### config.mk
export PLATFORM = sky130hd
export DESIGN_NAME = store_align_unit
export DESIGN_NICKNAME = d
export VERILOG_FILES = /design/src/rtl/store_align_unit_pkg.sv /design/src/rtl/store_align_unit_lane_steer.sv /design/src/rtl/store_align_unit.sv
export SDC_FILE = /design/constraint.sdc
export NUM_CORES = 1
export LEC_CHECK = 0
export CAP_MARGIN = 20
export CORE_ASPECT_RATIO = 1.2
export CORE_MARGIN = 3
export CORE_UTILIZATION = 51
export CTS_CLUSTER_SIZE = 12
export DETAILED_ROUTE_END_ITERATION = 10
export PLACE_DENSITY = 0.8
export SYNTH_ARGS = -nofsm -noshare
export SYNTH_HDL_FRONTEND = slang
export SYNTH_SLANG_ARGS = --single-unit
### constraint.sdc
create_clock -name clk_i -period 2.48 [get_ports clk_i]
set_input_delay 0.744 -clock clk_i [delete_from_list [all_inputs] [get_ports clk_i]]
set_output_delay 0.744 -clock clk_i [all_outputs]
set_load 0.005 [all_outputs]
### src/rtl/store_align_unit_pkg.sv
// Shared encodings for the store alignment unit.
// Latency: n/a (types only).
// Backpressure: n/a.
package store_align_unit_pkg;

  // Store size as presented on size_i.
  typedef enum logic [1:0] {
    SZ_BYTE = 2'b00,
    SZ_HALF = 2'b01,
    SZ_WORD = 2'b10,
    SZ_ILL  = 2'b11
  } size_e;

  // Issue FSM states.
  typedef enum logic [1:0] {
    ST_IDLE  = 2'd0,
    ST_BEAT0 = 2'd1,
    ST_BEAT1 = 2'd2
  } state_e;

endpackage

### src/rtl/store_align_unit_lane_steer.sv
// Narrows a register value to the store size and shifts it onto byte lanes across two words.
// Latency: purely combinational.
// Backpressure: none.
// Ports: size/offset/data in; be_lo/be_hi (lanes of beat 0 / beat 1), 64-bit shifted data,
//        split (store touches the second word) and illegal (size encoding 11).
module store_lane_steer
  import store_align_unit_pkg::*;
(
  input  logic [1:0]  size,
  input  logic [1:0]  offset,
  input  logic [31:0] data,
  output logic [3:0]  be_lo,
  output logic [3:0]  be_hi,
  output logic [63:0] wdata,
  output logic        split,
  output logic        illegal
);

  logic [3:0]  mask;
  logic [31:0] narrow;
  logic [7:0]  be8;

  always_comb begin
    mask    = 4'b0000;
    narrow  = 32'h0;
    illegal = 1'b0;
    case (size)
      SZ_BYTE: begin
        mask   = 4'b0001;
        narrow = {24'h0, data[7:0]};
      end
      SZ_HALF: begin
        mask   = 4'b0011;
        narrow = {16'h0, data[15:0]};
      end
      SZ_WORD: begin
        mask   = 4'b1111;
        narrow = data;
      end
      default: illegal = 1'b1;
    endcase

    // Shifting across an 8-lane window lets lanes past 3 fall naturally into the next word.
    be8   = {4'b0000, mask} << offset;
    wdata = {32'h0, narrow} << {offset, 3'b000};
    be_lo = be8[3:0];
    be_hi = be8[7:4];
    split = |be8[7:4];
  end

endmodule

### src/rtl/store_align_unit.sv
// Store aligner: narrows, lane-steers and issues a store to data memory, splitting misaligned ones in two beats.
// Latency: beat 0 valid the cycle after accept; done_o one cycle after the final beat handshake.
// Backpressure: beat outputs held stable until mem_ready_i; req_ready_o low while a store is in flight.
// Ports: clk_i, rst_i (async active-low); req_valid_i/req_ready_o with addr_i, data_i, size_i;
//        mem_valid_o/mem_ready_i with mem_addr_o, mem_wdata_o, mem_be_o; done_o and err_o pulses.
module store_align_unit
  import store_align_unit_pkg::*;
#(
  parameter int ADDR_W         = 32,
  parameter bit ALLOW_MISALIGN = 1'b1
) (
  input  logic              clk_i,
  input  logic              rst_i,
  input  logic              req_valid_i,
  output logic              req_ready_o,
  input  logic [ADDR_W-1:0] addr_i,
  input  logic [31:0]       data_i,
  input  logic [1:0]        size_i,
  output logic              mem_valid_o,
  input  logic              mem_ready_i,
  output logic [ADDR_W-1:0] mem_addr_o,
  output logic [31:0]       mem_wdata_o,
  output logic [3:0]        mem_be_o,
  output logic              done_o,
  output logic              err_o
);

  state_e state_q, state_d;

  logic [3:0]  st_be_lo, st_be_hi;
  logic [63:0] st_wdata;
  logic        st_split, st_illegal;

  logic              accept, hs, bad;
  logic [ADDR_W-1:0] base_addr;

  // Second-beat payload parked here while beat 0 is on the bus.
  logic [ADDR_W-1:0] hi_addr_q;
  logic [31:0]       hi_wdata_q;
  logic [3:0]        hi_be_q;
  logic              split_q;

  store_lane_steer u_steer (
    .size    (size_i),
    .offset  (addr_i[1:0]),
    .data    (data_i),
    .be_lo   (st_be_lo),
    .be_hi   (st_be_hi),
    .wdata   (st_wdata),
    .split   (st_split),
    .illegal (st_illegal)
  );

  assign accept    = req_valid_i && req_ready_o;
  assign hs        = mem_valid_o && mem_ready_i;
  assign bad       = st_illegal || (st_split && !ALLOW_MISALIGN);
  assign base_addr = {addr_i[ADDR_W-1:2], 2'b00};

  // State register.
  always_ff @(posedge clk_i or negedge rst_i) begin
    if (!rst_i) state_q <= ST_IDLE;
    else        state_q <= state_d;
  end

  // Next-state logic. Rejected requests never leave IDLE.
  always_comb begin
    state_d = state_q;
    case (state_q)
      ST_IDLE:  if (accept && !bad) state_d = ST_BEAT0;
      ST_BEAT0: if (hs) state_d = split_q ? ST_BEAT1 : ST_IDLE;
      ST_BEAT1: if (hs) state_d = ST_IDLE;
      default:  state_d = ST_IDLE;
    endcase
  end

  // Output decode. done/err cycles are spent in IDLE, so a new request can land on them.
  always_comb begin
    req_ready_o = (state_q == ST_IDLE);
  end

  // Registered beat datapath and status pulses.
  always_ff @(posedge clk_i or negedge rst_i) begin
    if (!rst_i) begin
      mem_valid_o <= 1'b0;
      mem_addr_o  <= '0;
      mem_wdata_o <= 32'h0;
      mem_be_o    <= 4'b0000;
      hi_addr_q   <= '0;
      hi_wdata_q  <= 32'h0;
      hi_be_q     <= 4'b0000;
      split_q     <= 1'b0;
      done_o      <= 1'b0;
      err_o       <= 1'b0;
    end else begin
      done_o <= 1'b0;
      err_o  <= 1'b0;
      case (state_q)
        ST_IDLE: begin
          if (accept) begin
            if (bad) begin
              err_o <= 1'b1;
            end else begin
              mem_valid_o <= 1'b1;
              mem_addr_o  <= base_addr;
              mem_wdata_o <= st_wdata[31:0];
              mem_be_o    <= st_be_lo;
              // Adding at full ADDR_W width wraps the top word back to address 0.
              hi_addr_q   <= base_addr + ADDR_W'(4);
              hi_wdata_q  <= st_wdata[63:32];
              hi_be_q     <= st_be_hi;
              split_q     <= st_split;
            end
          end
        end
        ST_BEAT0: begin
          if (hs) begin
            if (split_q) begin
              // Valid stays high; second beat replaces the first on the same edge.
              mem_addr_o  <= hi_addr_q;
              mem_wdata_o <= hi_wdata_q;
              mem_be_o    <= hi_be_q;
            end else begin
              mem_valid_o <= 1'b0;
              mem_addr_o  <= '0;
              mem_wdata_o <= 32'h0;
              mem_be_o    <= 4'b0000;
              done_o      <= 1'b1;
            end
          end
        end
        ST_BEAT1: begin
          if (hs) begin
            mem_valid_o <= 1'b0;
            mem_addr_o  <= '0;
            mem_wdata_o <= 32'h0;
            mem_be_o    <= 4'b0000;
            done_o      <= 1'b1;
          end
        end
        default: begin
          mem_valid_o <= 1'b0;
        end
      endcase
    end
  end

endmodule

Yosys cells after proc, flatten, opt, wreduce, memory -nomap -nowiden:

Index checks and enable logic that the tools add are counted.
Widths: inputs -> output; s select.

* register bits: 142
* bits in latches: 0
* memory bits (writable): 0
* ROM bits: 0
* input bits: 70
* output and inout port bits: 72
* memories: 0

* add/sub/neg operators: 1
* multipliers: 0
* div/mod/pow operators: 0
* order comparisons: 0
* equality and inequality tests: 10
* shift operators: 2
* multiplexer cells: 37
* bitwise logic cells: 0
* reductions and logical operators: 12

Operators by type and width (number)
* $mux 32: 9
* $pmux 32 s3: 3
* $shl 32x5->64: 1
* $add 32x3->32 const B: 1
* $pmux 4 s3: 2
* $mux 4: 5
* $mux 1: 11
* $reduce_and 5->1: 2
* $mux 2: 4
* $ne 2x2->1 const B: 4
* $shl 4x2->8: 1
* $pmux 2 s3: 1
* $reduce_and 3->1: 2
* $eq 2x1->1 const B: 2
* $eq 2x2->1 const B: 2
* $logic_not 2->1: 2
* $ne 2x1->1 const B: 2
* $reduce_or 4->1: 1
* $logic_and 1x1->1: 3
* $pmux 1 s3: 1
* $reduce_bool 3->1: 1
* $reduce_or 3->1: 1
* $pmux 1 s2: 1

Logic depth before layout (Yosys ltp):

Gate-level depths: netlist of run 1.

* depth in word-level cells: 6
* depth in mapped cells: 9
* mapped depth without buffers: 6

Modules after synthesis:

From an unflattened synthesis of run 1, not the netlist that was laid out.

* cells, all modules: 905
* area total of the unflattened synthesis: 7632.3 um^2

By module, submodules not included
* store_align_unit: instances 1, cells an instance 743, area an instance 6510.0 um^2
* store_lane_steer: instances 1, cells an instance 162, area an instance 1122.3 um^2

Worst setup path after synthesis of run 1:

Ideal clock, no wire load.

* path kind: input-to-reg
* start point: input port addr_i[2]
* end point: register hi_addr_q[24]
* library setup time: 82 ps
* arrival: 2318 ps
* data required time: 2398 ps
* path slack: 80 ps
* stages: 6
* cells stage by stage: ha_1 > nand3_1 > or4_1 > buf_2 > or4_1 > a31oi_1

* cells in the longest elaborated chain, start to end: 1

Ends and longest elaborated chain
* from (decl): RTL line store_align_unit.sv:16 `input logic [ADDR_W-1:0] addr_i,`
* $add 32x3->32: RTL line store_align_unit.sv:108 `hi_addr_q <= base_addr + ADDR_W'(4);`
* to (signal assigned): RTL line store_align_unit.sv:108
* to (decl): RTL line store_align_unit.sv:38 `logic [ADDR_W-1:0] hi_addr_q;`

Every way passes these cells.
A chain may end at the register's enable or synchronous reset.

Worst setup path after layout of run 1:

* start point: input port addr_i[4]
* end point: register hi_addr_q[29]

The elaborated chain is that of the path after synthesis.

==> impl_metrics.yaml, run 1 <==
status:
  status: "complete, but fails checks"
  failed_checks: "setup timing"
global_route:
  gr-usage-all-layers_pct: 30.3
  antenna_found_initial: 0
  grt_max_degree: 59
  grt_pass1_vias: 6561
  grt_pass1_wl_um: 33400
  grt_overflow: 0
floorplan:
  core-area_um2: 12300
  core.rowCount: 44
  start_util_pct: 53.0
  die_h_um: 130
  die_w_um: 109
  dieArea_um2: 14200
  ioPinCount: 142
power:
  p_int_uw: 7090
  power.share.switching_pct: 36.3
  p_per_area_nw_per_um2: 1190
  combPwrFrac_pct: 45.2
  pwr-share-seq_pct: 31.3
  pwr-share-clk_pct: 23.6
  peakVddDrop_v: 0.000574
  p_leak_uw: 0.00398
  p_sw_uw: 4030
logic_synthesis:
  seq_area_frac_synth_pct: 49.6
  ys_async_sr_fraction_pct: 100
  synthDominantCellAreaShare_pct: 49.6
  synth_cell_type_count: 45
  synthCells: 699
  synth_seq_cells: 129
  synth_area_leaders: "dfrtp_1 50%, o21ai_0 5.8%, nand2_1 5.7%"
  synth_edf_count: 0
  synth.avg_cell_area_um2: 9.31
  syn-cell-area_um2: 6500
  synth_ff_type: "dfrtp_1"
  yosysWarnings: 0
  yosys.area.top_type: "dfrtp_1"
cts:
  cts.reportedPaths.clkPinSlew_ns: 0.06
  cts_tree: "done"
  cts_sinks: 129
  clockRootBuffer: "clkbuf_16"
  clock_latency_ns: 0.42
  clock_path_buffers: 2
  cts_made_buffers: 17
  htreeDepth: 4
worst_setup_path:
  cp_max_fo: 7
  worstPathArrival_ns: 2.82
  cp_num_buf_inv: 2
  path_cells: "clkdlybuf4s50_1, nand4_1, or4_4, buf_6, or4_1, a31oi_1"
  cpPeakStageDelay_ns: 0.57
  end_kind: "register"
  crit_type: "input pin to register"
  crit_family: "simple AND/OR/NAND/NOR gates"
  cp_slowest_cell: "or4_4"
  worstPathRequired_ns: 2.81
  critPathLaunchType: "input pin"
route:
  final_antenna_net_count: 0
  wl_per_cell_um: 19.8
  drcViolationCount: 0
  vias: 6628
  first_pass_iters: 6
  routed_wl_um: 21100
  via_per_inst: 6.24
  drt_iter0_drc: 706
layout:
  final_cell_mix: "135 x clkdlybuf4s50_1, 129 x dfrtp_1, 98 x nand2_1"
  design_area_um2: 9350
  layout.nets: 970
  synthToLayoutAreaGrowth_pct: 43.8
  fin_util_pct: 76.2
  final_layout_size_suffix_gt1_share_pct: 16.2
  diodes: 0
  final_common_cell: "clkdlybuf4s50_1"
sta:
  timing.hold.ws_ns: 0.265
  fin_crit_ns: 2.49
  clock_skew_ns: 0.00819
  maxSlewViolCount: 0
  fmax_ghz: 0.402
  post-route-period-util_pct: 100
  hold_viol_final: 0
  layout_setup_ws_ns: -0.00828
  finalSetupViolCount: 2
placed_design:
  hpwl_um: 14500
  gp_congestion: 0.929
  place_area_um2: 8660
  io_buffers: 139
job:
  maxCapViolations: 0
hold_path:
  hold_path_class: "input pin to async pin"
synthesized netlist by cell type (2+ instances only):
cell and number:
o31ai_1 16, nor2_1 41, or3_1 6, nand4_1 4, a2bb2oi_1 4, dfrtp_1 129, xor2_1 2, a222oi_1 8
a21oi_1 33, or4_1 14, a31oi_1 16, a22o_1 14, a22oi_1 17, a221oi_1 28, nor4_1 2, o21ai_0 75
mux2i_1 3, nor3_1 7, buf_2 4, or2_2 2, nand2_1 98, xnor2_1 10, and3_1 5, o22ai_1 8
nand3_1 12, inv_1 31, nor2b_1 11, o2bb2ai_1 6, ha_1 11, nand2b_1 2, buf_4 2, buf_1 6
a32o_1 8, mux2_2 10, clkbuf_1 44
layer usage:
layer	track usage, %	wire, um
met1	36.8	7820
met2	51.7	10700
met3	6.19	1890
met4	13.7	642
met5	0	0
path summary, 6_finish.rpt:
| kind | start | to | slack (ns) | depth (start not counted) |
|---|---|---|---|---|
| setup / recovery | addr_i[4] | hi_addr_q[29]$_DFFE_PN0P_ | -0.008 | 6 |
| hold / removal | rst_i | mem_addr_o[13]$_DFFE_PN0P_ | 0.26 | 1 |
| setup reg to reg | state_q[0]$_DFFE_PN0P_ | mem_addr_o[9]$_DFFE_PN0P_ | 0.53 | 7 |
| hold reg to reg | mem_wdata_o[6]$_DFFE_PN0P_ | mem_wdata_o[6]$_DFFE_PN0P_ | 0.48 | 2 |
| max in group asynchronous | rst_i | hi_wdata_q[7]$_DFFE_PN0P_ | 1.53 | 2 |
| min in group clk_i | mem_wdata_o[6]$_DFFE_PN0P_ | mem_wdata_o[6]$_DFFE_PN0P_ | 0.48 | 2 |
flip-flops by register name, summed over array words and instances, names as in the netlist:
register	cells
hi_addr_q	30
split_q	1
mem_valid_o	1
hi_wdata_q	24
mem_be_o	4
mem_addr_o	30
state_q	2
mem_wdata_o	32
hi_be_q	3
err_o	1
done_o	1
power by group through the flow:
stage	clock network [uW]	registers (uW)	logic, uW
after floorplan	0	3430	2310
after CTS	2640	3460	4980
after detailed placement	0	3490	4860
final	2620	3480	5020
after global placement	0	3430	4720
after global routing	2750	3560	5460
metrics by stage:
| stage | worst slack (ns) | power [uW] | setup TNS, ns | instances |
|---|---|---|---|---|
| after global routing | -0.0452 | 11800 | -0.114 | 1063 |
| final | -0.00828 | 11100 | -0.0162 | 1063 |
| after floorplan | 0.0797 | 5740 | 0 | 700 |
| after CTS | 0.0227 | 11100 | 0 | 1061 |
| after global placement | -0.555 | 8150 | -21.54 | 1029 |
| after detailed placement | -0.671 | 8350 | -24.67 | 1029 |
kinds of logic (layout without fill, tap and decap cells):
group / after synthesis / in the layout / synth area share (%)
DFF: 129 / 129 / 49.6
and+or+nand+nor: 209 / 209 / 14.8
AOI/OAI and AO/OA: 236 / 236 / 24.3
muxes: 13 / 13 / 2.19
other: 1 / 2 / 0.0576
xor gates and xnor gates: 12 / 12 / 1.62
adders and majority gates: 11 / 11 / 2.12
buffers and inverters: 88 / 290 / 5.27
worst reg2reg max path, delay by kind of cell, from the launching register on:
kind | cells | cell delay, ns
compound gates | 1 | 0.12
mux | 1 | 0.29
flops | 1 | 0.41
fa+ha+maj | 1 | 0.24
buf+inv | 2 | 0.35
simple gates | 2 | 0.42
final cells by class:
| class | count | area [um2] |
|---|---|---|
| clock buffer | 21 | 470 |
| clock inverter | 11 | 153 |
| fill | 813 | 2930 |
| inverter | 32 | 120 |
| multi-input combinational | 483 | 2990 |
| sequential | 129 | 3230 |
| tap | 161 | 201 |
| timing repair buffer | 226 | 2190 |
timing repair:
item	in CTS	in global routing
hold buffers	0	0
gates cloned	0	1
resized for setup	4	11
pin swaps	3	5
endpoints found under the setup margin	9	11
setup buffers	1	1
Power figures use the tool's default switching activity.
==> inputs of run 2 (changes only) <==
--- a/config.mk
+++ b/config.mk
@@ -9,7 +9,6 @@
 export CORE_ASPECT_RATIO = 1.2
 export CORE_MARGIN = 3
 export CORE_UTILIZATION = 51
-export CTS_CLUSTER_SIZE = 12
 export DETAILED_ROUTE_END_ITERATION = 10
 export PLACE_DENSITY = 0.8
 export SYNTH_ARGS = -nofsm -noshare
==> results of run 2 <==
No change in the layout: final DEF, timing and power equal those of run 1.
==> inputs of run 3 (changes only) <==
--- a/config.mk
+++ b/config.mk
@@ -5,12 +5,13 @@
 export SDC_FILE = /design/constraint.sdc
 export NUM_CORES = 1
 export LEC_CHECK = 0
+export ABC_AREA = 1
 export CAP_MARGIN = 20
 export CORE_ASPECT_RATIO = 1.2
 export CORE_MARGIN = 3
-export CORE_UTILIZATION = 51
+export CORE_UTILIZATION = 52
 export DETAILED_ROUTE_END_ITERATION = 10
-export PLACE_DENSITY = 0.8
+export PLACE_DENSITY = 0.81
 export SYNTH_ARGS = -nofsm -noshare
 export SYNTH_HDL_FRONTEND = slang
 export SYNTH_SLANG_ARGS = --single-unit
==> impl_metrics.yaml, run 3 <==
route:
  drcViolationCount: 0
  wl_per_cell_um: 17.4
  wl_met2_um: 11500
  first_pass_iters: 7
  routed_wl_um: 23000
  final_antenna_net_count: 0
  via_per_inst: 5.48
  top_layer_used: "met4"
  drt_iter0_drc: 702
  met3_length_um: 1450
  vias: 7244
  wl_met1_um: 8680
power:
  p_per_area_nw_per_um2: 1130
  power.share.switching_pct: 37.9
  combPwrFrac_pct: 45.7
  pwr-share-seq_pct: 31.5
  p_sw_uw: 4150
  pwr-share-clk_pct: 22.8
  p_leak_uw: 0.00467
  peakVddDrop_v: 0.000581
  p_int_uw: 6800
worst_setup_path:
  cp_num_buf_inv: 2
  reg2reg_slack_ns: 0.53
  rr_endpoint: "mem_be_o[0]$_DFFE_PN0P_"
  crit_type: "register to primary output"
  r2r_cells: 9
  worstPathRequired_ns: 1.74
  worstPathArrival_ns: 1.68
  reg2reg_from: "state_q[0]$_DFFE_PN0P_"
  critPathLaunchType: "register"
  path_cells: "inv_2, ha_4, clkdlybuf4s50_1"
  crit_family: "buffers and inverters"
  cp_slowest_cell: "clkdlybuf4s50_1"
  cpPeakStageDelay_ns: 0.50
  cp_max_fo: 5
  crit_start: "state_q[0]$_DFFE_PN0P_"
  end_kind: "primary output"
cts:
  cts.reportedPaths.clkPinSlew_ns: 0.06
  htreeDepth: 4
  cts_setup_buffers: 0
  cts_hold_buffers: 0
  cts_made_buffers: 17
  ctsResizeCount: 3
  clock_latency_ns: 0.42
  clock_path_buffers: 2
  clockRootBuffer: "clkbuf_16"
  cts_sinks: 129
  cts_tree: "done"
placed_design:
  dp_cells: 1290
  gp_congestion: 1.00
  io_buffers: 139
  hpwl_um: 16900
  dp_slack_ns: -0.155
hold_path:
  hold_path_class: "input pin to async pin"
sta:
  clock_skew_ns: 0.00750
  fin_crit_ns: 2.42
  grt_setup_unrepaired: "false"
  finalSetupViolCount: 0
  fmax_ghz: 0.413
  layout_setup_ws_ns: 0.0583
  maxSlewViolCount: 0
  hold_viol_final: 0
  timing.hold.ws_ns: 0.219
  finalSetupTns_ns: 0
  post-route-period-util_pct: 97.6
layout:
  final_cell_mix: "342 x nand2_1, 138 x clkdlybuf4s50_1, 129 x dfrtp_1"
  layout.nets: 1226
  fin_util_pct: 74.7
  regMostFlops: "mem_wdata_o"
  fill_cells: 980
  final_layout_size_suffix_gt1_share_pct: 12.0
  final-seq-area_um2: 3230
  fin_cells: 1321
  final_common_cell: "nand2_1"
  diodes: 0
  synthToLayoutAreaGrowth_pct: 37.4
  largest_reg_flops: 32
  reg_top3: "mem_wdata_o (32), hi_addr_q (30), mem_addr_o (30)"
  multi_input_area_um2: 3310
logic_synthesis:
  yosysWarnings: 0
  seq_area_frac_synth_pct: 45.8
  syn-cell-area_um2: 7040
  synth_edf_count: 0
  synth_commonest_cells: "342 x nand2_1, 129 x dfrtp_1, 84 x nor2_1"
  synth_cell_type_count: 33
  ys_async_sr_fraction_pct: 100
  synth_seq_cells: 129
  synth_most_common_cell: "nand2_1"
  yosys.area.top_type: "dfrtp_1"
  synth.avg_cell_area_um2: 7.38
  synth_area_leaders: "dfrtp_1 46%, nand2_1 18%, a22oi_1 4.7%"
  synth_ff_type: "dfrtp_1"
  synthCells: 954
  synthDominantCellAreaShare_pct: 45.8
floorplan:
  die_h_um: 133
  dieArea_um2: 15000
  start_util_pct: 54.4
  core.rowCount: 45
  core-area_um2: 12900
  die_w_um: 112
  ioPinCount: 142
global_route:
  gr-usage-all-layers_pct: 31.6
  grt_max_degree: 50
  antenna_found_initial: 0
  grt_overflow: 0
  grt_pass1_vias: 7443
  grt_pass1_wl_um: 37400
job:
  maxCapViolations: 0
status:
  status: "complete, no violations"
run 3: cell types whose count changed in the layout (fill, tap and decap cells not counted), sizes merged, moves of 14 or more:
| cell | delta |
|---|---|
| o31ai | -16 |
| a22o | -14 |
| buf | -15 |
| a221oi | -28 |
| a22oi | +27 |
| or4 | -14 |
| nor2 | +53 |
| nand3 | +34 |
| nand2 | +246 |
| inv | +55 |
run 3: kinds of logic (layout without fill, tap and decap cells):
group / Yosys count / count (layout) / synth area share (%)
simple gates: 500 / 500 / 28.8
compound gates: 177 / 177 / 14.7
flops: 129 / 129 / 45.8
buf+inv: 126 / 328 / 7.39
fa+ha+maj: 11 / 11 / 1.95
xor+xnor: 9 / 9 / 1.12
other cells: 1 / 2 / 0.0533
mux: 1 / 1 / 0.142
run 3: worst max path at each step:
stage | end | slack [ns] | depth (start not counted)
after CTS | req_ready_o | 0.05 | 3
after global placement | mem_wdata_o[27]$_DFFE_PN0P_ | -0.10 | 10
after detailed placement | mem_wdata_o[31]$_DFFE_PN0P_ | -0.15 | 10
final | req_ready_o | 0.06 | 3
after global routing | req_ready_o | 0.001 | 3
after floorplan | mem_wdata_o[10]$_DFFE_PN0P_ | 0.54 | 9
run 3: per-layer routing:
metal	global-route usage (%)	up-vias
li1	-	3447
met1	37.5	3381
met2	53.7	333
met3	6.04	83
met4	17.6	0
met5	0	-
run 3: area by class of cell:
| type | instances | share of cell area [%] |
|---|---|---|
| clock buffers | 19 | 4.68 |
| clock inverters | 12 | 1.38 |
| inverters | 86 | 3.34 |
| well taps | 164 | 2.12 |
| repair buffers | 211 | 20.8 |
| flip-flops and latches | 129 | 33.4 |
| multi-input cells | 700 | 34.3 |
run 3: metrics by stage:
stage | power [uW] | area, um2
2_1_floorplan | 6030 | 7050
3_3_place_gp | 8220 | 9070
3_5_place_dp | 8340 | 9070
4_1_cts | 11000 | 9670
5_1_grt | 11600 | 9670
6_report | 10900 | 9670
run 3: power by group through the flow:
stage / clock, uW / sequential (uW) / combinational (uW)
2_1_floorplan: 0 / 3360 / 2670
3_3_place_gp: 0 / 3430 / 4780
3_5_place_dp: 0 / 3440 / 4900
4_1_cts: 2520 / 3440 / 4990
5_1_grt: 2630 / 3530 / 5460
6_report: 2500 / 3450 / 5000
